### config.mk
export PLATFORM = sky130hd
export DESIGN_NAME = fetch_seq_ctrl
export DESIGN_NICKNAME = d
export VERILOG_FILES = /design/src/rtl/fetch_seq_ctrl.sv
export SDC_FILE = /design/constraint.sdc
export NUM_CORES = 1
export LEC_CHECK = 0
export ABC_AREA = 1
export CAP_MARGIN = 5
export CORE_MARGIN = 5
export CORE_UTILIZATION = 35
export DETAILED_ROUTE_END_ITERATION = 16
export MAX_ROUTING_LAYER = met4
export PLACE_DENSITY = 0.65
export SYNTH_ARGS = -nofsm -noshare
export SYNTH_HDL_FRONTEND = slang
export SYNTH_SLANG_ARGS = --single-unit
### constraint.sdc
create_clock -name clk -period 2.6 [get_ports clk]
set_input_delay 0.52 -clock clk [delete_from_list [all_inputs] [get_ports clk]]
set_output_delay 0.52 -clock clk [all_outputs]
set_load 0.1 [all_outputs]
### src/rtl/fetch_seq_ctrl.sv
// Front-end fetch sequencer: owns the PC, drives the instruction-memory request
// and produces IF/ID write/flush and ID/EX bubble controls.
//
//   state    | meaning
//   ---------+-----------------------------------------------------------
//   FETCH    | requesting word at pc; arbitrates hazard/halt/redirect/seq
//   WAIT_MEM | memory has not returned; ID holds a NOP, optional pending redirect
//   HALT     | fetch stopped by HLT in ID; only reset leaves
module fetch_seq_ctrl #(
  parameter logic [15:0] RESET_PC   = 16'h0000,
  parameter logic [3:0]  HLT_OPCODE = 4'hF
) (
  input  logic        clk,
  input  logic        rst,
  input  logic        imem_valid,
  input  logic [15:0] id_instr,
  input  logic        branch_taken,
  input  logic [15:0] branch_target,
  input  logic        ex_sets_flags,
  input  logic        load_use,
  output logic [15:0] pc,
  output logic        imem_req,
  output logic        ifid_we,
  output logic        ifid_flush,
  output logic        idex_bubble,
  output logic        halted,
  output logic [1:0]  state
);

  typedef enum logic [1:0] {
    FETCH    = 2'b00,
    WAIT_MEM = 2'b01,
    HALT     = 2'b10
  } state_t;

  state_t      st;
  logic [15:0] pc_q;
  logic        pend;
  logic [15:0] pend_tgt;

  logic cond_br;
  logic flag_stall;
  logic hz;
  logic is_hlt;
  logic unused_instr_bits;

  assign cond_br    = (id_instr[15:13] == 3'b110) && (id_instr[11:9] != 3'b111);
  assign flag_stall = cond_br && ex_sets_flags;
  assign hz         = load_use || flag_stall;
  assign is_hlt     = (id_instr[15:12] == HLT_OPCODE);
  assign unused_instr_bits = ^id_instr[8:0];

  assign pc    = pc_q;
  assign state = st;

  always_ff @(posedge clk) begin
    if (rst) begin
      st       <= FETCH;
      pc_q     <= RESET_PC;
      pend     <= 1'b0;
      pend_tgt <= 16'h0000;
    end else begin
      case (st)
        FETCH: begin
          if (hz) begin
            // hold: the same pc is refetched next cycle
          end else if (is_hlt) begin
            st <= HALT;
          end else if (branch_taken) begin
            if (imem_valid) begin
              pc_q <= branch_target;
            end else begin
              pend     <= 1'b1;
              pend_tgt <= branch_target;
              st       <= WAIT_MEM;
            end
          end else if (imem_valid) begin
            pc_q <= pc_q + 16'd2;
          end else begin
            st <= WAIT_MEM;
          end
        end
        WAIT_MEM: begin
          if (imem_valid) begin
            if (pend) begin
              pc_q <= pend_tgt;
              pend <= 1'b0;
            end else begin
              pc_q <= pc_q + 16'd2;
            end
            st <= FETCH;
          end
        end
        HALT: begin
        end
        default: st <= FETCH;
      endcase
    end
  end

  always_comb begin
    imem_req    = 1'b0;
    ifid_we     = 1'b0;
    ifid_flush  = 1'b0;
    idex_bubble = 1'b0;
    halted      = 1'b0;
    if (rst) begin
      ifid_flush  = 1'b1;
      idex_bubble = 1'b1;
    end else begin
      case (st)
        FETCH: begin
          imem_req = 1'b1;
          if (hz) begin
            idex_bubble = 1'b1;
          end else if (is_hlt || branch_taken || !imem_valid) begin
            ifid_we    = 1'b1;
            ifid_flush = 1'b1;
          end else begin
            ifid_we = 1'b1;
          end
        end
        WAIT_MEM: begin
          imem_req = 1'b1;
          ifid_we  = 1'b1;
          // a returning word is kept only when no redirect is pending
          ifid_flush = !(imem_valid && !pend);
        end
        HALT: begin
          idex_bubble = 1'b1;
          halted      = 1'b1;
        end
        default: begin
          ifid_flush  = 1'b1;
          idex_bubble = 1'b1;
        end
      endcase
    end
  end

endmodule

==> summary.md <==
| Metric | Value |
|---|---|
| Initial antenna violation count | 0 |
| Worst Path Max Fanout | 4 |
| DRC violations left | 0 |
| Status | complete, no violations |
| Measured slew at the worst slew-check pin | 0.465 ns |
| Area leader, netlist | dfxtp_1 |
| Root Driver | clkbuf_8 |
| Synthesized flop and latch total | 35 |
| Syn Std Cell Area | 0.00220 mm2 |
| Die ar. | 0.00796 mm2 |
| Top post-synthesis cells by area | dfxtp_1, nand2_1, nor2_1, o21ai_0, inv_1 |
| Final antenna-violating net count | 0 |
| Crit. Startpoint | ex_sets_flags |
| Area of the multi-input gates | 0.00130 mm2 |
| Vias per cell | 4.82 |
| Critical path class | primary input to output port |
| FFs w/ async S/R, synth | 0% |
| Routed wire length | 6000 um |
| Largest net degree at the start of global routing | 32 |
| CTS tree | built |
| Most common cell in the synthesized netlist | nand2_1 |
| Syn Nets | 402 |
| Seq/Total Area, Yosys | 31.9% |
| Area share of the largest cell type after synthesis | 31.9% |
| Worst-Skew Late Latency | 0.29 ns |
| Gr ovfl total | 0 |
| Synth cell types | 28 |
| Number of global-route vias before repair | 2127 |
| Sequential cell area | 703 um2 |
| Die Width | 89.2 um |
| H-tree levels | 2 |
| R2R cell count | 9 |
| First-pass GRT wire length | 9920 um |
| Final min period | 2.36 ns |
| RePlAce Congestion | 0.883 |
| Final hold violation count | 0 |
| Max VDD drop | 0.376 mV |
| HPWL Detailed | 4440 um |
| R2R setup slack | 0.92 ns |
| Cells after Synth | 363 |
| Post-synth EDFFs | 0 |
| CTS Buf Count | 5 |
| Final Util | 47.9% |
| Nature of the critical path startpoint | primary input |
| Avg WL per Cell | 12.3 um |
| Routed via count | 2353 |
| Layout fillers | 638 |
| # port buffers | 51 |
| Crit end category | output port |
| Number of setup buffers added after CTS | 0 |
| ANT cells | 0 |
| Tot GR Track Use | 16.5% |
| CTS Sinks | 35 |
| Initial DRC count | 153 |
| Avg Cell Area, Syn | 6.05 um2 |
| Gates resized, CTS repair | 0 |
| Synth top cells by count | nand2_1, nor2_1, dfxtp_1 |
| Maximum operating frequency | 424 MHz |
| Hold-fix buffers, CTS | 0 |
| Initial core utilization | 36.4% |
| Die H | 89.2 um |
| Most used DFF post-synth | dfxtp_1 |
| CTS Buffer Depth | 2 |
| Max Clock Skew | 0.00599 ns |
| Slew HR | 68.9% |
| Data arrival time of the critical path | 1.84 ns |
| Worst r2r src | pend$_SDFFE_PP0P_ |
| Total negative slack | 0 ns |
| Fin crit share | 90.6% |
| Hold Crit Depth | 2 |
| MaxCap Viol Count | 0 |
| Area grow syn2layout | 31.5% |
| Layout cells sized above 1 | 14.5% |
| CP required | 2.08 ns |
| RSZ-0062 raised after global routing | no |
| Iteration count of the initial detailed-routing pass | 4 |
| Yosys warning count | 0 |
| Io pins | 61 |
| Final max-slew violation count | 0 |
| Worst-path clk slew | 0.07 ns |
| P_leak | 1.30 nW |
| Nets | 451 |
| PD cells | 761 mW/mm2 |
| Hold crit path type | register to register |
| R2r endpoint | pc[3]$_SDFFE_PP0P_ |
| Row cnt | 28 |
| Worst setup path end | ifid_we |
| Setup violators final | 0 |
| Core area | 0.00603 mm2 |
[layer usage]
layer | wire, um | up-vias | global-route usage (%)
li1 | - | 1253 | -
met1 | 2960 | 1053 | 21.2
met2 | 2710 | 41 | 26.5
met3 | 272 | 6 | 3.13
met4 | 51 | 0 | 4.33
met5 | 0 | - | -
[kinds of logic after synthesis]
kind of cell | count (synthesis) | synth area share (%)
DFF | 35 | 31.9
adders and majority gates | 1 | 0.570
and+or+nand+nor | 227 | 44.0
AOI/OAI and AO/OA | 51 | 12.4
buffers and inverters | 46 | 9.86
xor gates and xnor gates | 3 | 1.20
[cell type report]
class                   instances  share of cell area [%]
clock inverters                 2                    1.21
repair buffers                 55                    18.9
inverters                      33                    4.42
multi-input cells             282                    45.0
flip-flops and latches         35                    24.4
clock buffers                   6                    2.86
well taps                      75                    3.25
[worst min path at each step]
stage / startpoint / endpoint
after floorplan: pend_tgt[1]$_SDFFE_PP0P_ / pend_tgt[1]$_SDFFE_PP0P_
after global placement: pc[0]$_SDFFE_PP0P_ / pc[0]$_SDFFE_PP0P_
after detailed placement: pc[0]$_SDFFE_PP0P_ / pc[0]$_SDFFE_PP0P_
after CTS: pc[0]$_SDFFE_PP0P_ / pc[0]$_SDFFE_PP0P_
after global routing: pc[0]$_SDFFE_PP0P_ / pc[0]$_SDFFE_PP0P_
final: pc[0]$_SDFFE_PP0P_ / pc[0]$_SDFFE_PP0P_
[registers in the layout, summed over array words and instances (netlist names)]
register,flops
pc,16
pend_tgt,16
state,2
pend,1
[where the power goes]
part	internal (mW)	leakage (nW)	switching [mW]
sequential	0.602	0.287	0.0784
clock	0.311	0.0612	0.211
combinational	0.284	0.955	0.712
[critical path, stage by stage]
cell	delay, ns
clkdlybuf4s50_1	0.45
inv_1	0.04
nor2_1	0.08
nand3_1	0.08
nand2_1	0.13
nand2_1	0.15
nand2_4	0.12
clkinvlp_4	0.09
buf_12	0.17
[through the flow]
| step | instance area, um2 | cells | power, mW | worst slack (ns) | hold WS [ns] |
|---|---|---|---|---|---|
| after floorplan | 2220 | 363 | 1.44 | 0.00386 | 0.455 |
| after global placement | 2770 | 480 | 1.68 | 0.264 | 0.450 |
| after detailed placement | 2770 | 480 | 1.69 | 0.234 | 0.458 |
| after CTS | 2890 | 488 | 2.21 | 0.229 | 0.471 |
| after global routing | 2890 | 488 | 2.32 | 0.0745 | 0.485 |
| final | 2890 | 488 | 2.20 | 0.244 | 0.465 |
[placed cells by master (no fill, tap or decap), drive strengths merged, types with 6 or more instances in the layout]
cell,n
nand2,105
nor2,89
dfxtp,35
o21ai,32
inv,31
clkdlybuf4s50,28
buf,27
nand3,19
a21oi,13
nand4,11
clkbuf,6
Power figures use the tool's default switching activity.
==> RTL edit 1 (config.mk and constraints unchanged) <==
Register the output `ifid_flush`, without a reset; this adds one clock of latency there. The other outputs are not delayed to match.
--- a/src/rtl/fetch_seq_ctrl.sv
+++ b/src/rtl/fetch_seq_ctrl.sv
@@ -33,4 +33,6 @@
     HALT     = 2'b10
   } state_t;
+
+  logic ifid_flush_d;
 
   state_t      st;
@@ -102,9 +104,9 @@
     imem_req    = 1'b0;
     ifid_we     = 1'b0;
-    ifid_flush  = 1'b0;
+    ifid_flush_d = 1'b0;
     idex_bubble = 1'b0;
     halted      = 1'b0;
     if (rst) begin
-      ifid_flush  = 1'b1;
+      ifid_flush_d = 1'b1;
       idex_bubble = 1'b1;
     end else begin
@@ -116,5 +118,5 @@
           end else if (is_hlt || branch_taken || !imem_valid) begin
             ifid_we    = 1'b1;
-            ifid_flush = 1'b1;
+            ifid_flush_d = 1'b1;
           end else begin
             ifid_we = 1'b1;
@@ -125,5 +127,5 @@
           ifid_we  = 1'b1;
           // a returning word is kept only when no redirect is pending
-          ifid_flush = !(imem_valid && !pend);
+          ifid_flush_d = !(imem_valid && !pend);
         end
         HALT: begin
@@ -132,5 +134,5 @@
         end
         default: begin
-          ifid_flush  = 1'b1;
+          ifid_flush_d = 1'b1;
           idex_bubble = 1'b1;
         end
@@ -139,4 +141,8 @@
   end
 
+  always_ff @(posedge clk) begin
+    ifid_flush <= ifid_flush_d;
+  end
+
 endmodule
 
Check against the original RTL: not equivalent (a bounded check fails within 4 cycles, from zero or initial values and one cycle with rst high).
==> RTL edit 1 against the unedited design <==
Sequential cell count rose by 1; synthesized area rose by 2.7%; largest power group unchanged; synthesized cell count rose by 0.83%; wire length rose by 1.3%; critical path type unchanged; cell count rose by 1.4%; largest cell class unchanged; combinational power fell by 1%; critical endpoint unchanged; final area rose by 1.3%; die area rose by 2.4%; total power fell by 6.1%; worst setup slack improved by 21 ps.
==> RTL edit 1: results (changes against the unedited design) <==
Status - finished, final reports clean (unchanged)
Total Nets Final - 457 (was 451)
Placement Setup Slack - 259 ps (was 234 ps)
Diode count - 0 (unchanged)
Worst VDD drop - 0.336 mV (was 0.376 mV)
Largest net degree at the start of global routing - 26 (was 32)
Setup Skew - 11.3 ps (was 5.99 ps)
Dpl cell area - 2850 um^2 (was 2770 um^2)
Root Buffer - clkbuf_8 (unchanged)
Starting DRT DRC Count - 111 (was 153)
Skew-Pair Late Insertion Delay - 290 ps (about the same)
Class of the worst hold path - register to register (unchanged)
Initial antenna violation count - 0 (unchanged)
XOR/XNOR Fraction of Synth Area - 0.388% (was 1.20%)
Portion of netlist area occupied by mux cells - 0% (unchanged)
Area contributors post-synth - dfxtp_1 (32%), nand2_1 (19%), nor2_1 (11%) (was dfxtp_1 (32%), nand2_1 (17%), nor2_1 (14%))
Slew Limit Headroom - 68.6% (was 68.9%)
Final Setup Violations - 0 (unchanged)
RePlAce Congestion - 0.864 (was 0.883)
Worst EP arrival - 1820 ps (was 1840 ps)
CP max FO - 4 (unchanged)
CP peak stage delay - 450 ps (about the same)
P_leak - 1.39 nW (was 1.30 nW)
H-tree levels - 2 (unchanged)
Pre-antenna DRT Iters - 4 (unchanged)
Post-Route WL - 6.07 mm (was 6.00 mm)
Setup bufs post-CTS - 0 (unchanged)
IO buf count - 51 (unchanged)
Asr flop ratio synth - 0% (unchanged)
Routed vias/inst - 4.81 (was 4.82)
Distinct cells, synth - 33 (was 28)
Synth cell count leaders - nand2_1 (112), nor2_1 (69), dfxtp_1 (36), inv_1 (34) (was nand2_1 (97), nor2_1 (84), dfxtp_1 (35), o21ai_0 (32), inv_1 (27))
Slowest CP cell - clkdlybuf4s50_1 (unchanged)
First-pass GRT wire length - 10.8 mm (was 9.92 mm)
Post-cts sizing count - 0 (unchanged)
Vias in the first global route - 2352 (was 2127)
Synth warn - 0 (unchanged)
Share of cells above drive strength 1 - 15.3% (was 14.5%)
Compound-Gate Fraction of Synth Area - 11.3% (was 12.4%)
GRT Total Usage - 16.0% (was 16.5%)
CTS Buffer Depth - 2 (unchanged)
Synth top area share - 31.9% (about the same)
CTS Buf Count - 5 (unchanged)
Top cell family by delay on the critical path - buffers and inverters (unchanged)
DP HPWL - 4.50 mm (was 4.44 mm)
Post-Synth Adder-Cell Area - 0.555% (was 0.570%)
Syn Nets - 405 (was 402)
Reg clk slew, reported paths - 60 ps
Seq/Total Area, Yosys - 31.9% (about the same)
## RTL edit 1: metal layers
| layer | vias up | GRT usage [%] | wire length [um] |
|---|---|---|---|
| met2 | 53 | 25.1 | 2860 |
| met3 | 5 | 2.67 | 280 |
| li1 | 1250 | - | - |
| met5 | - | - | 0 |
| met1 | 1075 | 21.0 | 2860 |
| met4 | 0 | 5.71 | 72 |
## RTL edit 1: layout make-up
type	count	area [um^2]
sequential	36	723
inverter	39	155
tap	77	96.3
clock inverter	1	5.00
multi-input combinational	281	1330
fill	694	3390
timing repair buffer	55	546
clock buffer	6	72.6
## RTL edit 1: where the power goes
group | switching [mW] | total (mW) | internal [mW]
Combinational | 0.707 | 0.984 | 0.277
Sequential | 0.0734 | 0.692 | 0.619
Clock | 0.205 | 0.387 | 0.182
Total | 0.985 | 2.06 | 1.08
## RTL edit 1: final timing paths
| path | cells after the start | start | slack (ps) | to |
|---|---|---|---|---|
| setup / recovery | 9 | id_instr[14] | 260 | ifid_we |
| hold reg to reg | 2 | pend_tgt[1] | 480 | pend_tgt[1] |
| hold / removal | 2 | pend_tgt[1] | 480 | pend_tgt[1] |
| setup reg to reg | 9 | pc[2] | 950 | pc[13] |
## RTL edit 1: cell families (layout without fill, tap and decap cells)
logic type / after synthesis / after routing
simple gates: 233 / 233
compound gates: 46 / 46
flops: 36 / 36
xor+xnor: 1 / 1
fa+ha+maj: 1 / 1
buf+inv: 49 / 101
## RTL edit 1: through the flow
stage	hold slack, ps	instances
2_1_floorplan	447	366
3_3_place_gp	460	488
3_5_place_dp	469	488
4_1_cts	488	495
5_1_grt	512	495
6_report	484	495
## RTL edit 1: worst min-delay path, stage by stage, from the launching register on
cell	delay, ps
dfxtp_1	330
nor2_1	50
nor2_1	80
==> RTL edit 2 (config.mk and constraints unchanged) <==
Without the edit above. Register the inputs `imem_valid`, `id_instr`, `branch_taken`, `branch_target`, `ex_sets_flags` and `load_use` before use. The logic sees them one clock later.
--- a/src/rtl/fetch_seq_ctrl.sv
+++ b/src/rtl/fetch_seq_ctrl.sv
@@ -34,4 +34,20 @@
   } state_t;
 
+  logic imem_valid_q;
+  logic [15:0] id_instr_q;
+  logic branch_taken_q;
+  logic [15:0] branch_target_q;
+  logic ex_sets_flags_q;
+  logic load_use_q;
+
+  always_ff @(posedge clk) begin
+    imem_valid_q    <= imem_valid;
+    id_instr_q      <= id_instr;
+    branch_taken_q  <= branch_taken;
+    branch_target_q <= branch_target;
+    ex_sets_flags_q <= ex_sets_flags;
+    load_use_q      <= load_use;
+  end
+
   state_t      st;
   logic [15:0] pc_q;
@@ -45,9 +61,9 @@
   logic unused_instr_bits;
 
-  assign cond_br    = (id_instr[15:13] == 3'b110) && (id_instr[11:9] != 3'b111);
-  assign flag_stall = cond_br && ex_sets_flags;
-  assign hz         = load_use || flag_stall;
-  assign is_hlt     = (id_instr[15:12] == HLT_OPCODE);
-  assign unused_instr_bits = ^id_instr[8:0];
+  assign cond_br    = (id_instr_q[15:13] == 3'b110) && (id_instr_q[11:9] != 3'b111);
+  assign flag_stall = cond_br && ex_sets_flags_q;
+  assign hz         = load_use_q || flag_stall;
+  assign is_hlt     = (id_instr_q[15:12] == HLT_OPCODE);
+  assign unused_instr_bits = ^id_instr_q[8:0];
 
   assign pc    = pc_q;
@@ -67,13 +83,13 @@
           end else if (is_hlt) begin
             st <= HALT;
-          end else if (branch_taken) begin
-            if (imem_valid) begin
-              pc_q <= branch_target;
+          end else if (branch_taken_q) begin
+            if (imem_valid_q) begin
+              pc_q <= branch_target_q;
             end else begin
               pend     <= 1'b1;
-              pend_tgt <= branch_target;
+              pend_tgt <= branch_target_q;
               st       <= WAIT_MEM;
             end
-          end else if (imem_valid) begin
+          end else if (imem_valid_q) begin
             pc_q <= pc_q + 16'd2;
           end else begin
@@ -82,5 +98,5 @@
         end
         WAIT_MEM: begin
-          if (imem_valid) begin
+          if (imem_valid_q) begin
             if (pend) begin
               pc_q <= pend_tgt;
@@ -114,5 +130,5 @@
           if (hz) begin
             idex_bubble = 1'b1;
-          end else if (is_hlt || branch_taken || !imem_valid) begin
+          end else if (is_hlt || branch_taken_q || !imem_valid_q) begin
             ifid_we    = 1'b1;
             ifid_flush = 1'b1;
@@ -125,5 +141,5 @@
           ifid_we  = 1'b1;
           // a returning word is kept only when no redirect is pending
-          ifid_flush = !(imem_valid && !pend);
+          ifid_flush = !(imem_valid_q && !pend);
         end
         HALT: begin
Formal check against the unedited RTL: not equivalent (Yosys sat finds a counterexample within 4 cycles, from zero or initial values and one cycle with rst high).
==> RTL edit 2 against the unedited design <==
Worst setup slack better by 65 ps; clock power is 84% higher; synthesized area is 25% higher; wire length is 9.4% higher; final area is 25% higher; core utilization is 1.1 points lower; global-route usage is 1.9 points lower; critical path depth is 3 lower; cell count is 14% higher; critical endpoint is now ifid_flush; sequential cell count is 27 higher; critical path type is now register to output pin; die area is 22% higher; first-iteration DRC count is 3.9% higher; largest power group is now registers; synthesized cell count is 9.4% higher; total power is 40% higher.
==> RTL edit 2: results (changes against the unedited design) <==
Starting DRT DRC Count - 159 (was 153)
Placement Setup Slack - 480 ps (was 234 ps)
Status - finished, final reports clean (unchanged)
GRT Total Usage - 14.6% (was 16.5%)
Area contributors post-synth - dfxtp_1 (45%), nand2_1 (14%), nor2_1 (11%) (was dfxtp_1 (32%), nand2_1 (17%), nor2_1 (14%))
Distinct cells, synth - 29 (was 28)
FF-to-FF setup slack - 740 ps (was 920 ps)
Worst VDD drop - 0.474 mV (was 0.376 mV)
Compound-Gate Fraction of Synth Area - 9.14% (was 12.4%)
XOR/XNOR Fraction of Synth Area - 0.637% (was 1.20%)
First-pass GRT wire length - 11.2 mm (was 9.92 mm)
Skew-Pair Late Insertion Delay - 340 ps (was 290 ps)
Syn_area_per_cell - 6.93 um^2 (was 6.05 um^2)
CP peak stage delay - 430 ps (was 450 ps)
CP max FO - 12 (was 4)
Largest net degree at the start of global routing - 35 (was 32)
Slew Limit Headroom - 66.3% (was 68.9%)
DR vias - 2547 (was 2353)
Synth cell count leaders - nand2_1 (105), nor2_1 (81), dfxtp_1 (62), nand3_1 (37), o21ai_0 (26) (was nand2_1 (97), nor2_1 (84), dfxtp_1 (35), o21ai_0 (32), inv_1 (27))
Post-Route WL - 6.56 mm (was 6.00 mm)
Top cell family by delay on the critical path - simple AND/OR/NAND/NOR gates (was buffers and inverters)
H-tree levels - 3 (was 2)
P_leak - 1.58 nW (was 1.30 nW)
Placed Cells - 541 (was 480)
WHS - 484 ps (was 465 ps)
Share of cells above drive strength 1 - 14.3% (was 14.5%)
## RTL edit 2: cell count changes after synthesis, moves of 5 or more
cell	delta
nand3_1	+18
nand2_1	+8
o21ai_0	-6
dfxtp_1	+27
nand4_1	-5
## RTL edit 2: layout make-up
type                       instances  area [um^2]
timing repair buffer              54          538
inverter                          31          121
clock inverter                     6         92.6
tap                              102          128
clock buffer                      10          138
fill                             800         4090
multi-input combinational        292         1340
sequential                        62         1250
## RTL edit 2: worst max path at each step
stage / startpoint / depth (start not counted) / slack (ps) / end
3_3_place_gp: rst / 5 / 490 / ifid_we
2_1_floorplan: state[1] / 7 / 10 / ifid_flush
4_1_cts: state[1] / 6 / 300 / ifid_flush
5_1_grt: state[1] / 6 / 200 / ifid_flush
3_5_place_dp: rst / 4 / 480 / ifid_flush
6_report: state[1] / 6 / 310 / ifid_flush
## RTL edit 2: power breakdown
part,switching (mW),internal (mW),total [mW]
registers,0.0869,1.04,1.13
clock network,0.389,0.572,0.961
logic,0.713,0.287,1.00
total,1.19,1.90,3.09
## RTL edit 2: routing by layer
metal  vias to the layer above  global-route usage, %  part of all wire, %
li1                       1372                      -                    -
met1                      1103                   18.2                   46
met2                        64                   22.7                   48
met3                         8                   2.97                  5.2
met4                         0                   6.62                  1.3
met5                         -                      -                    0
## RTL edit 2: worst min-delay path: stages, from the launching register on
cell	delay, ps
dfxtp_1	320
nor2_1	50
nor2_1	80
## RTL edit 2: kinds of logic (layout without fill, tap and decap cells)
kind of cell / Yosys count / count (layout)
xor+xnor: 2 / 2
buf+inv: 43 / 101
flops: 62 / 62
compound gates: 47 / 47
fa+ha+maj: 1 / 1
simple gates: 242 / 242
